--- src/rtl/trade_order_emitter.sv ---
// trade_order_emitter: gates completed optimizer results into an order FIFO and
// serializes each order as a 5-beat 32-bit AXI4-Stream packet with saturating stats.
module trade_order_emitter #(
  parameter int          PRICE_WIDTH = 48,
  parameter int          QTY_WIDTH   = 32,
  parameter int          FIFO_DEPTH  = 4,
  parameter logic [7:0]  SYNC_BYTE   = 8'hA5
) (
  input  logic                          clk,
  input  logic                          rst_n,
  input  logic                          enable,
  input  logic                          optimization_complete,
  input  logic                          trade_signal_valid,
  input  logic [PRICE_WIDTH-1:0]        optimal_entry_price,
  input  logic [PRICE_WIDTH-1:0]        optimal_exit_price,
  input  logic [QTY_WIDTH-1:0]          optimal_quantity,
  input  logic [1:0]                    optimal_base_used,
  input  logic [15:0]                   confidence_score,
  input  logic [15:0]                   min_confidence,
  input  logic [31:0]                   risk_limit,
  input  logic [7:0]                    strategy_id,
  output logic [31:0]                   m_axis_tdata,
  output logic                          m_axis_tvalid,
  input  logic                          m_axis_tready,
  output logic                          m_axis_tlast,
  output logic [31:0]                   orders_sent,
  output logic [31:0]                   orders_rejected,
  output logic [31:0]                   orders_dropped,
  output logic [$clog2(FIFO_DEPTH):0]   fifo_level,
  output logic                          busy
);
  localparam int AW = $clog2(FIFO_DEPTH);
  localparam int LW = AW + 1;

  typedef enum logic [2:0] {IDLE, B0, B1, B2, B3, B4} state_t;

  typedef struct packed {
    logic [7:0]             strat;
    logic [7:0]             seq;
    logic [1:0]             base;
    logic [PRICE_WIDTH-1:0] entry_px;
    logic [PRICE_WIDTH-1:0] exit_px;
    logic [QTY_WIDTH-1:0]   qty;
  } order_t;

  function automatic logic [31:0] sat_inc(input logic [31:0] v, input logic inc);
    return (inc && v != 32'hFFFF_FFFF) ? v + 32'd1 : v;
  endfunction

  state_t            state_q, state_d;
  order_t            sh_q, sh_d;
  order_t            mem_q [FIFO_DEPTH];
  order_t            new_order;
  logic [AW-1:0]     wr_q, wr_d, rd_q, rd_d;
  logic [LW-1:0]     level_q, level_d;
  logic [7:0]        seq_q, seq_d;
  logic              prev_q;
  logic [31:0]       sent_q, sent_d, rej_q, rej_d, drop_q, drop_d;
  logic              evt, qual, empty, full, push, pop, hs;

  always_comb begin
    evt       = optimization_complete & ~prev_q & enable & trade_signal_valid;
    qual      = (optimal_quantity != '0) && (optimal_quantity <= risk_limit) &&
                (confidence_score >= min_confidence);
    empty     = level_q == '0;
    full      = level_q == LW'(FIFO_DEPTH);
    push      = evt & qual & ~full;
    m_axis_tvalid = state_q != IDLE;
    m_axis_tlast  = state_q == B4;
    hs        = m_axis_tvalid & m_axis_tready;
    pop       = ~empty & ((state_q == IDLE) | (state_q == B4 & hs));
    new_order = '{strat: strategy_id, seq: seq_q, base: optimal_base_used,
                  entry_px: optimal_entry_price, exit_px: optimal_exit_price,
                  qty: optimal_quantity};
    wr_d      = wr_q + AW'(push);
    rd_d      = rd_q + AW'(pop);
    level_d   = level_q + LW'(push) - LW'(pop);
    seq_d     = seq_q + 8'(push);
    sh_d      = pop ? mem_q[rd_q] : sh_q;
    sent_d    = sat_inc(sent_q, state_q == B4 & hs);
    rej_d     = sat_inc(rej_q, evt & ~qual);
    drop_d    = sat_inc(drop_q, evt & qual & full);
    state_d   = state_q;
    case (state_q)
      IDLE:    state_d = empty ? IDLE : B0;
      B0:      state_d = hs ? B1 : B0;
      B1:      state_d = hs ? B2 : B1;
      B2:      state_d = hs ? B3 : B2;
      B3:      state_d = hs ? B4 : B3;
      B4:      state_d = !hs ? B4 : (empty ? IDLE : B0);
      default: state_d = IDLE;
    endcase
    m_axis_tdata = state_q == B0 ? {SYNC_BYTE, sh_q.strat, sh_q.seq, 6'd0, sh_q.base} :
                   state_q == B1 ? {sh_q.entry_px[47:32], sh_q.exit_px[47:32]} :
                   state_q == B2 ? sh_q.entry_px[31:0] :
                   state_q == B3 ? sh_q.exit_px[31:0] :
                   state_q == B4 ? sh_q.qty : 32'd0;
  end

  // queue storage carries no reset; validity is tracked by the pointers and level
  always_ff @(posedge clk) begin
    if (push) mem_q[wr_q] <= new_order;
  end

  always_ff @(posedge clk or negedge rst_n) begin
    if (!rst_n) begin
      state_q <= IDLE;
      sh_q    <= '0;
      wr_q    <= '0;
      rd_q    <= '0;
      level_q <= '0;
      seq_q   <= '0;
      prev_q  <= 1'b0;
      sent_q  <= '0;
      rej_q   <= '0;
      drop_q  <= '0;
    end else begin
      state_q <= state_d;
      sh_q    <= sh_d;
      wr_q    <= wr_d;
      rd_q    <= rd_d;
      level_q <= level_d;
      seq_q   <= seq_d;
      prev_q  <= optimization_complete;
      sent_q  <= sent_d;
      rej_q   <= rej_d;
      drop_q  <= drop_d;
    end
  end

  assign orders_sent     = sent_q;
  assign orders_rejected = rej_q;
  assign orders_dropped  = drop_q;
  assign fifo_level      = level_q;
  assign busy            = (state_q != IDLE) | (level_q != '0);
endmodule

--- config.mk ---
export PLATFORM = sky130hd
export DESIGN_NAME = trade_order_emitter
export DESIGN_NICKNAME = d
export VERILOG_FILES = /design/src/rtl/trade_order_emitter.sv
export SDC_FILE = /design/constraint.sdc
export NUM_CORES = 1
export LEC_CHECK = 0
export BUFFER_PORTS_ARGS = -buffer_cell sky130_fd_sc_hd__buf_4
export CAP_MARGIN = 5
export CELL_PAD_IN_SITES_DETAIL_PLACEMENT = 1
export CELL_PAD_IN_SITES_GLOBAL_PLACEMENT = 1
export CORE_ASPECT_RATIO = 0.75
export CORE_UTILIZATION = 50
export CTS_CLUSTER_DIAMETER = 60
export DETAILED_ROUTE_END_ITERATION = 8
export PLACE_DENSITY_LB_ADDON = 0.1
export SLEW_MARGIN = 10
export SYNTH_ARGS = -nofsm -noshare
export SYNTH_HDL_FRONTEND = slang
export SYNTH_SLANG_ARGS = --single-unit
--- constraint.sdc ---
create_clock -name clk -period 14 [get_ports clk]
set_input_delay 1.4 -clock clk [delete_from_list [all_inputs] [get_ports clk]]
set_output_delay 1.4 -clock clk [all_outputs]
set_load 0.1 [all_outputs]
==> flow_metrics.py, run 1 <==
metrics = {
    "status": {
        "status": "complete, but fails checks",
        "violations": "max-slew violations",
    },
    "routing": {
        "drt_iter0_drc": 1186,
        "ant_nets": 0,
        "drc_errors": 0,
        "wirelength_um": 84700,
        "vias_per_cell": 5.82,
        "vias": 18500,
        "wl_per_cell_um": 26.6,
        "dr.pass1.iters": 5,
    },
    "synthesis": {
        "synth_seq_cells": 845,
        "synth_ff_type": "edfxtp_1",
        "syn_inst": 1862,
        "ys_async_sr_fraction_pct": 30.9,
        "synth_warnings": 0,
        "synthDistinctLibCells": 54,
        "synth_area_um2": 33900,
        "synth_edf_count": 584,
        "yosysSeqAreaShare_pct": 70.9,
        "synth_nets": 2128,
        "avgSynthCellArea_um2": 18.2,
    },
    "floorplan": {
        "rows": 82,
        "dieArea_um2": 68900,
        "ios": 342,
        "core_um2": 67000,
        "die_w_um": 303,
        "initial_core_util_pct": 50.6,
        "die_y_um": 228,
    },
    "worst_setup_path": {
        "worst-setup-path-type": "in -> reg",
        "cp_top_family": "simple AND/OR/NAND/NOR gates",
        "cp.required_ns": 14.26,
        "cp_slowest_cell": "buf_4",
        "crit_chain": "buf_4 -> ha_1 -> nand4_1 -> nor4_1 -> nor2b_1 -> o41ai_1 -> nor4bb_2 -> buf_4 -> nand2_1 -> inv_1 -> and3_4 -> buf_4 -> buf_4",
        "cp-start-kind": "input pin",
        "cp_max_fo": 61,
        "max_stage_delay_ns": 0.90,
        "endpoint_kind": "flip-flop",
        "critical_path_buf_inv_count": 5,
        "crit_path_frequent_cell": "buf_4",
        "worstPathArrival_ns": 6.69,
    },
    "cells_and_area": {
        "final_util_pct": 60.2,
        "seq_area_um2": 24100,
        "multi_input_area_um2": 9280,
        "fillCellCount": 5893,
        "finalNonFillerCells": 3187,
        "drive_gt1_share_pct": 35.3,
        "fin_nets": 2492,
        "area_delta_synth_final_pct": 18.9,
    },
    "clock_tree": {
        "cts_setup_buffers": 0,
        "cts.sinks": 845,
        "cts_root_buf": "clkbuf_16",
        "ctsResizeCount": 0,
        "htree_levels": 3,
        "clock_latency_ns": 0.64,
        "cts_buffer_depth": 3,
        "clkTransAtPathRegs_ns": 0.06,
        "cts_buffers": 82,
        "cts_tree": "built",
        "ctsHoldBuffers": 0,
    },
    "timing": {
        "fmax_mhz": 155,
        "finalMaxSlewViolations": 24,
        "finClkSkew_ns": 0.0193,
        "finalHoldViolCount": 0,
        "slew_headroom_pct": -0.708,
        "setup_viol": 0,
        "min_period_ns": 6.44,
        "period_share_pct": 46.0,
        "worstMarginPinSlew_ns": 1.51,
        "rsz0062_at_grt": "no",
    },
    "grt": {
        "met1_usage_pct": 34.9,
        "grtUsageMet2_pct": 39.0,
        "grt_pass1_wl_um": 125000,
        "grt_use_total_pct": 24.8,
        "grt_max_degree": 147,
        "grt_antenna_before_repair": 11,
        "grtUsageMet3_pct": 5.09,
        "gr-total-overflow": 0,
        "grt_pass1_vias": 19600,
        "grt-busiest-layer": "met2",
    },
    "pwr": {
        "power_leakage_nw": 15.3,
        "power_density_nw_per_um2": 203,
        "worst_ir_drop_vdd_mv": 0.132,
        "finalPower_mw": 8.20,
    },
    "place": {
        "dp.cells": 3024,
        "port_buffers": 341,
        "gp_congestion": 0.793,
        "dp_hpwl_um": 53700,
    },
    "min_path": {
        "timing.hold.worst.class": "reg -> reg",
    },
    "run": {
        "maxCapViolations": 0,
    },
}
==> path summary, 6_finish.rpt <==
| path | from | endpoint | slack (ns) | cells past startpoint |
|---|---|---|---|---|
| worst min-delay path | orders_dropped[17]$_DFFE_PN0P_ | orders_dropped[17]$_DFFE_PN0P_ | 0.50 | 1 |
| min in group asynchronous | rst_n | sh_q[85]$_DFFE_PN0P_ | 0.74 | 1 |
| worst max-delay path | optimal_quantity[14] | mem_q[3][107]$_DFFE_PP_ | 7.56 | 13 |
| worst min register to register | orders_dropped[17]$_DFFE_PN0P_ | orders_dropped[17]$_DFFE_PN0P_ | 0.50 | 1 |
| worst max register to register | state_q[0]$_DFF_PN0_ | sh_q[101]$_DFFE_PN0P_ | 9.41 | 7 |
| max in group asynchronous | rst_n | orders_dropped[25]$_DFFE_PN0P_ | 11.16 | 3 |
==> metrics by stage <==
stage	worst slack (ns)	hold WS [ns]	TNS [ns]	instance area (µm²)
floorplan	-0.420	0.475	-119.51	33900
global placement	6.83	0.482	0	37500
detailed placement	6.84	0.489	0	37500
CTS	7.52	0.502	0	40300
global route	7.17	0.523	0	40300
finish	7.56	0.501	0	40400
==> placed cells by master, fill, tap and decap left out, types with 7 or more instances in the layout <==
| cell type | instances |
|---|---|
| o21ai_0 | 13 |
| nor4_1 | 11 |
| nand4_1 | 45 |
| and2_1 | 11 |
| a21o_1 | 9 |
| nor2_1 | 19 |
| buf_4 | 359 |
| ha_1 | 57 |
| nand3_1 | 42 |
| a21oi_1 | 42 |
| xor2_1 | 19 |
| nor3_1 | 7 |
| mux2_2 | 153 |
| nand2_1 | 45 |
| clkinv_1 | 12 |
| clkbuf_8 | 8 |
| and4_1 | 15 |
| clkinv_2 | 10 |
| and3_1 | 22 |
| diode_2 | 10 |
| o22ai_1 | 19 |
| clkbuf_1 | 17 |
| clkbuf_16 | 82 |
| inv_1 | 64 |
| xnor2_1 | 85 |
| mux4_2 | 146 |
| bufinv_16 | 13 |
| a22oi_1 | 19 |
| a221oi_1 | 14 |
| mux2i_1 | 29 |
| edfxtp_1 | 584 |
| dfrtp_1 | 258 |
==> worst reg2reg max path, cell delays in order, from the launching register on <==
cell and delay, ns:
dfrtp_4 0.81, buf_4 0.70, nand3_1 0.20, o21a_1 0.16, nor3_2 0.38, buf_4 0.80, buf_4 0.94, mux2_2 0.48
==> cells in the mapped netlist, drive strengths merged, types with 2 or more instances <==
cell	count	area share (%)
a21o	9	0.20
a21oi	42	0.62
a221oi	14	0.36
a22oi	19	0.42
a2bb2oi	2	0.052
and2	11	0.20
and3	27	0.56
and4	17	0.45
buf	41	0.62
clkbuf	43	0.48
dfrtp	261	19
edfxtp	584	52
ha	57	2.1
inv	64	0.71
mux2	154	5.1
mux2i	29	0.86
mux4	146	9.7
nand2	45	0.50
nand2b	4	0.074
nand3	42	0.62
nand4	45	0.83
nor2	21	0.25
nor2b	4	0.074
nor3	10	0.16
nor3b	3	0.10
nor4	11	0.20
o21a	4	0.089
o21ai	13	0.19
o22ai	19	0.35
o41ai	2	0.052
or3	3	0.055
xnor2	85	2.2
xor2	19	0.49
==> report_power, final <==
part	leakage, nW	internal (mW)	switching (mW)
Sequential	8.57	2.95	0.292
Clock	1.37	1.37	0.956
Combinational	5.38	1.02	1.61
==> area by class of cell <==
type                            instances  area share [%]
Timing Repair Buffer                  364            6.91
Clock inverter                         46            1.50
Tap cell                              882            2.73
Sequential cell                       845            59.7
Antenna cell                           10          0.0620
Multi-Input combinational cell        869            23.0
Clock buffer                          107            5.52
Inverter                               64           0.595
==> layer usage <==
layer,vias up,wire (µm)
li1,8054,-
met1,9932,36700
met2,411,41200
met3,137,4190
met4,4,2470
met5,-,27
==> sequential cells by signal (all words and copies together) (netlist names) <==
name,cells
state_q,3
wr_q,2
orders_rejected,32
rd_q,2
seq_q,8
mem_q,584
prev_q,1
fifo_level,3
orders_sent,32
sh_q,146
orders_dropped,32
==> cells by family (layout without fill, tap and decap cells) <==
group,after synthesis,count (layout),share of synthesized area (%)
xor+xnor,104,104,2.68
other cells,0,10,0
flops,845,845,70.9
mux,329,329,15.7
simple gates,245,245,4.14
fa+ha+maj,58,58,2.16
buf+inv,148,581,1.80
compound gates,133,133,2.61
No activity file was read; power rests on OpenSTA's default activity.
==> run 2, diff against run 1 <==
--- a/config.mk
+++ b/config.mk
@@ -10,7 +10,7 @@
 export CELL_PAD_IN_SITES_DETAIL_PLACEMENT = 1
 export CELL_PAD_IN_SITES_GLOBAL_PLACEMENT = 1
 export CORE_ASPECT_RATIO = 0.75
-export CORE_UTILIZATION = 50
+export CORE_UTILIZATION = 46
 export CTS_CLUSTER_DIAMETER = 60
 export DETAILED_ROUTE_END_ITERATION = 8
 export PLACE_DENSITY_LB_ADDON = 0.1
==> constraint.sdc (replaced) <==
create_clock -name clk -period 5.4 [get_ports clk]
set_input_delay 0.54 -clock clk [delete_from_list [all_inputs] [get_ports clk]]
set_output_delay 0.54 -clock clk [all_outputs]
set_load 0.1 [all_outputs]
==> run 2 against run 1 <==
Compared with the run above:
- sequential cell count is the same
- sequential power grew to 2.6 times the previous value
- utilization shrank 4.2 points
- first-iteration DRC count grew 6.7%
- highest routed layer unchanged
- critical path type is now reg -> out
- cell count grew 2.3%
- clock skew grew 0.011 ns
- register-to-register slack lost 7.1 ns
- final area grew 0.36%
- worst hold slack lost 0.40 ns
- the flow finishes with violations (design-rule violations)
- clock power grew 140%
==> flow_metrics.py, run 2 (same netlist as run 1, synthesis figures left out) <==
metrics = {
    "timing": {
        "period_share_pct": 72.0,
        "worst_slack_ns": 1.51,
        "setup_viol": 0,
        "worstMarginPinSlew_ns": 1.09,
        "finalMaxSlewViolations": 0,
        "finalHoldViolCount": 0,
        "slew_headroom_pct": 27.3,
        "fmax_mhz": 257,
        "min_period_ns": 3.89,
        "finClkSkew_ns": 0.0305,
        "rsz0062_at_grt": "no",
    },
    "worst_setup_path": {
        "endpoint_kind": "output pin",
        "cp.required_ns": 4.86,
        "cp_slowest_cell": "nor2b_1",
        "max_stage_delay_ns": 0.90,
        "worst-setup-path-type": "reg -> out",
        "worstPathArrival_ns": 3.35,
        "cp_top_family": "simple AND/OR/NAND/NOR gates",
        "crit_chain": "nor2b_1 -> a22oi_1 -> o22ai_1 -> buf_4",
        "cp-start-kind": "flip-flop",
        "cp_max_fo": 42,
        "critical_path_buf_inv_count": 1,
    },
    "clock_tree": {
        "cts_setup_buffers": 0,
        "clock_latency_ns": 0.65,
        "cts_tree": "built",
        "clkTransAtPathRegs_ns": 0.06,
        "cts.sinks": 845,
        "cts_buffers": 83,
        "cts_buffer_depth": 3,
        "ctsResizeCount": 0,
        "cts_root_buf": "clkbuf_16",
        "htree_levels": 3,
        "ctsHoldBuffers": 1,
    },
    "cells_and_area": {
        "fillCellCount": 6550,
        "final_cell_mix": "584 x edfxtp_1, 353 x buf_4, 258 x dfrtp_1, 153 x mux2_2, 146 x mux4_2",
        "final_common_cell": "edfxtp_1",
        "seq_area_um2": 24100,
        "multi_input_area_um2": 9360,
        "largest_reg_flops": 584,
        "fin_nets": 2497,
        "area_delta_synth_final_pct": 19.4,
        "final_util_pct": 56.0,
        "regMostFlops": "mem_q",
        "drive_gt1_share_pct": 35.7,
        "top_regs": "mem_q (584), sh_q (146)",
    },
    "routing": {
        "wirelength_um": 84700,
        "vias": 18300,
        "drt_iter0_drc": 1265,
        "ant_nets": 0,
        "dr.pass1.iters": 9,
        "wl_per_cell_um": 26.0,
        "drc_errors": 4,
        "vias_per_cell": 5.61,
    },
    "run": {
        "maxCapViolations": 0,
    },
    "grt": {
        "grt_pass1_wl_um": 127000,
        "grt_use_total_pct": 23.0,
        "grt_pass1_vias": 19600,
        "gr-total-overflow": 0,
        "grt_max_degree": 152,
        "grt_antenna_before_repair": 5,
    },
    "floorplan": {
        "die_w_um": 316,
        "die_y_um": 237,
        "rows": 85,
        "core_um2": 72300,
        "initial_core_util_pct": 46.9,
        "ios": 342,
        "dieArea_um2": 74900,
    },
    "place": {
        "dp_worst_setup_slack_ns": 1.16,
        "dp_hpwl_um": 54300,
        "port_buffers": 341,
        "gp_congestion": 0.809,
    },
    "min_path": {
        "timing.hold.worst.class": "in -> reg",
    },
    "status": {
        "status": "complete, but fails checks",
        "violations": "design-rule violations",
    },
    "pwr": {
        "power_density_nw_per_um2": 517,
        "worst_ir_drop_vdd_mv": 0.427,
        "power_leakage_nw": 15.3,
    },
}
## run 2: power by group
group	switching (mW)	internal (mW)	leakage, nW	total (mW)
combinational	4.11	2.66	5.44	6.78
sequential	0.799	7.65	8.57	8.45
clock	2.45	3.25	1.32	5.70
## run 2: metal layers
metal	vias up	part of all wire, %	track usage [%]
li1	8038	-	-
met5	-	0.015	0
met4	2	2.2	6.70
met3	113	4.5	3.80
met1	9732	44	32.4
met2	396	49	37.1
## run 2: worst paths after layout
check / from / to / slack, ns / cells past startpoint
min: optimal_entry_price[41] / mem_q[0][121]$_DFFE_PP_ / 0.1 / 1
max: state_q[0]$_DFF_PN0_ / m_axis_tdata[15] / 1.51 / 4
max reg2reg: state_q[0]$_DFF_PN0_ / orders_sent[18]$_DFFE_PN0P_ / 2.34 / 6
max in group asynchronous: rst_n / rd_q[0]$_DFF_PN0_ / 3.59 / 3
min in group asynchronous: rst_n / sh_q[86]$_DFFE_PN0P_ / 0.52 / 2
min reg2reg: orders_sent[19]$_DFFE_PN0P_ / orders_sent[19]$_DFFE_PN0P_ / 0.49 / 1
## run 2: cell type report
| type | instances | share of cell area, % |
|---|---|---|
| timing repair buffer | 368 | 7.22 |
| antenna | 4 | 0.0247 |
| clock inverter | 45 | 1.03 |
| tap | 957 | 2.96 |
| inverter | 64 | 0.624 |
| sequential | 845 | 59.5 |
| clock buffer | 109 | 5.57 |
| multi-input combinational | 869 | 23.1 |
## run 2: metrics by stage
step / setup TNS, ns / instances / cell area, µm² / hold WS [ns] / total power, mW
after detailed placement: 0 / 3101 / 37800 / 0.487 / 15.4
after global placement: 0 / 3101 / 37800 / 0.483 / 15.3
after floorplan: -295.71 / 1862 / 34000 / 0.244 / 13.3
after global routing: 0 / 3260 / 40500 / 0.0791 / 21.8
final: 0 / 3261 / 40500 / 0.0982 / 20.9
after CTS: 0 / 3256 / 40500 / 0.00146 / 21.2
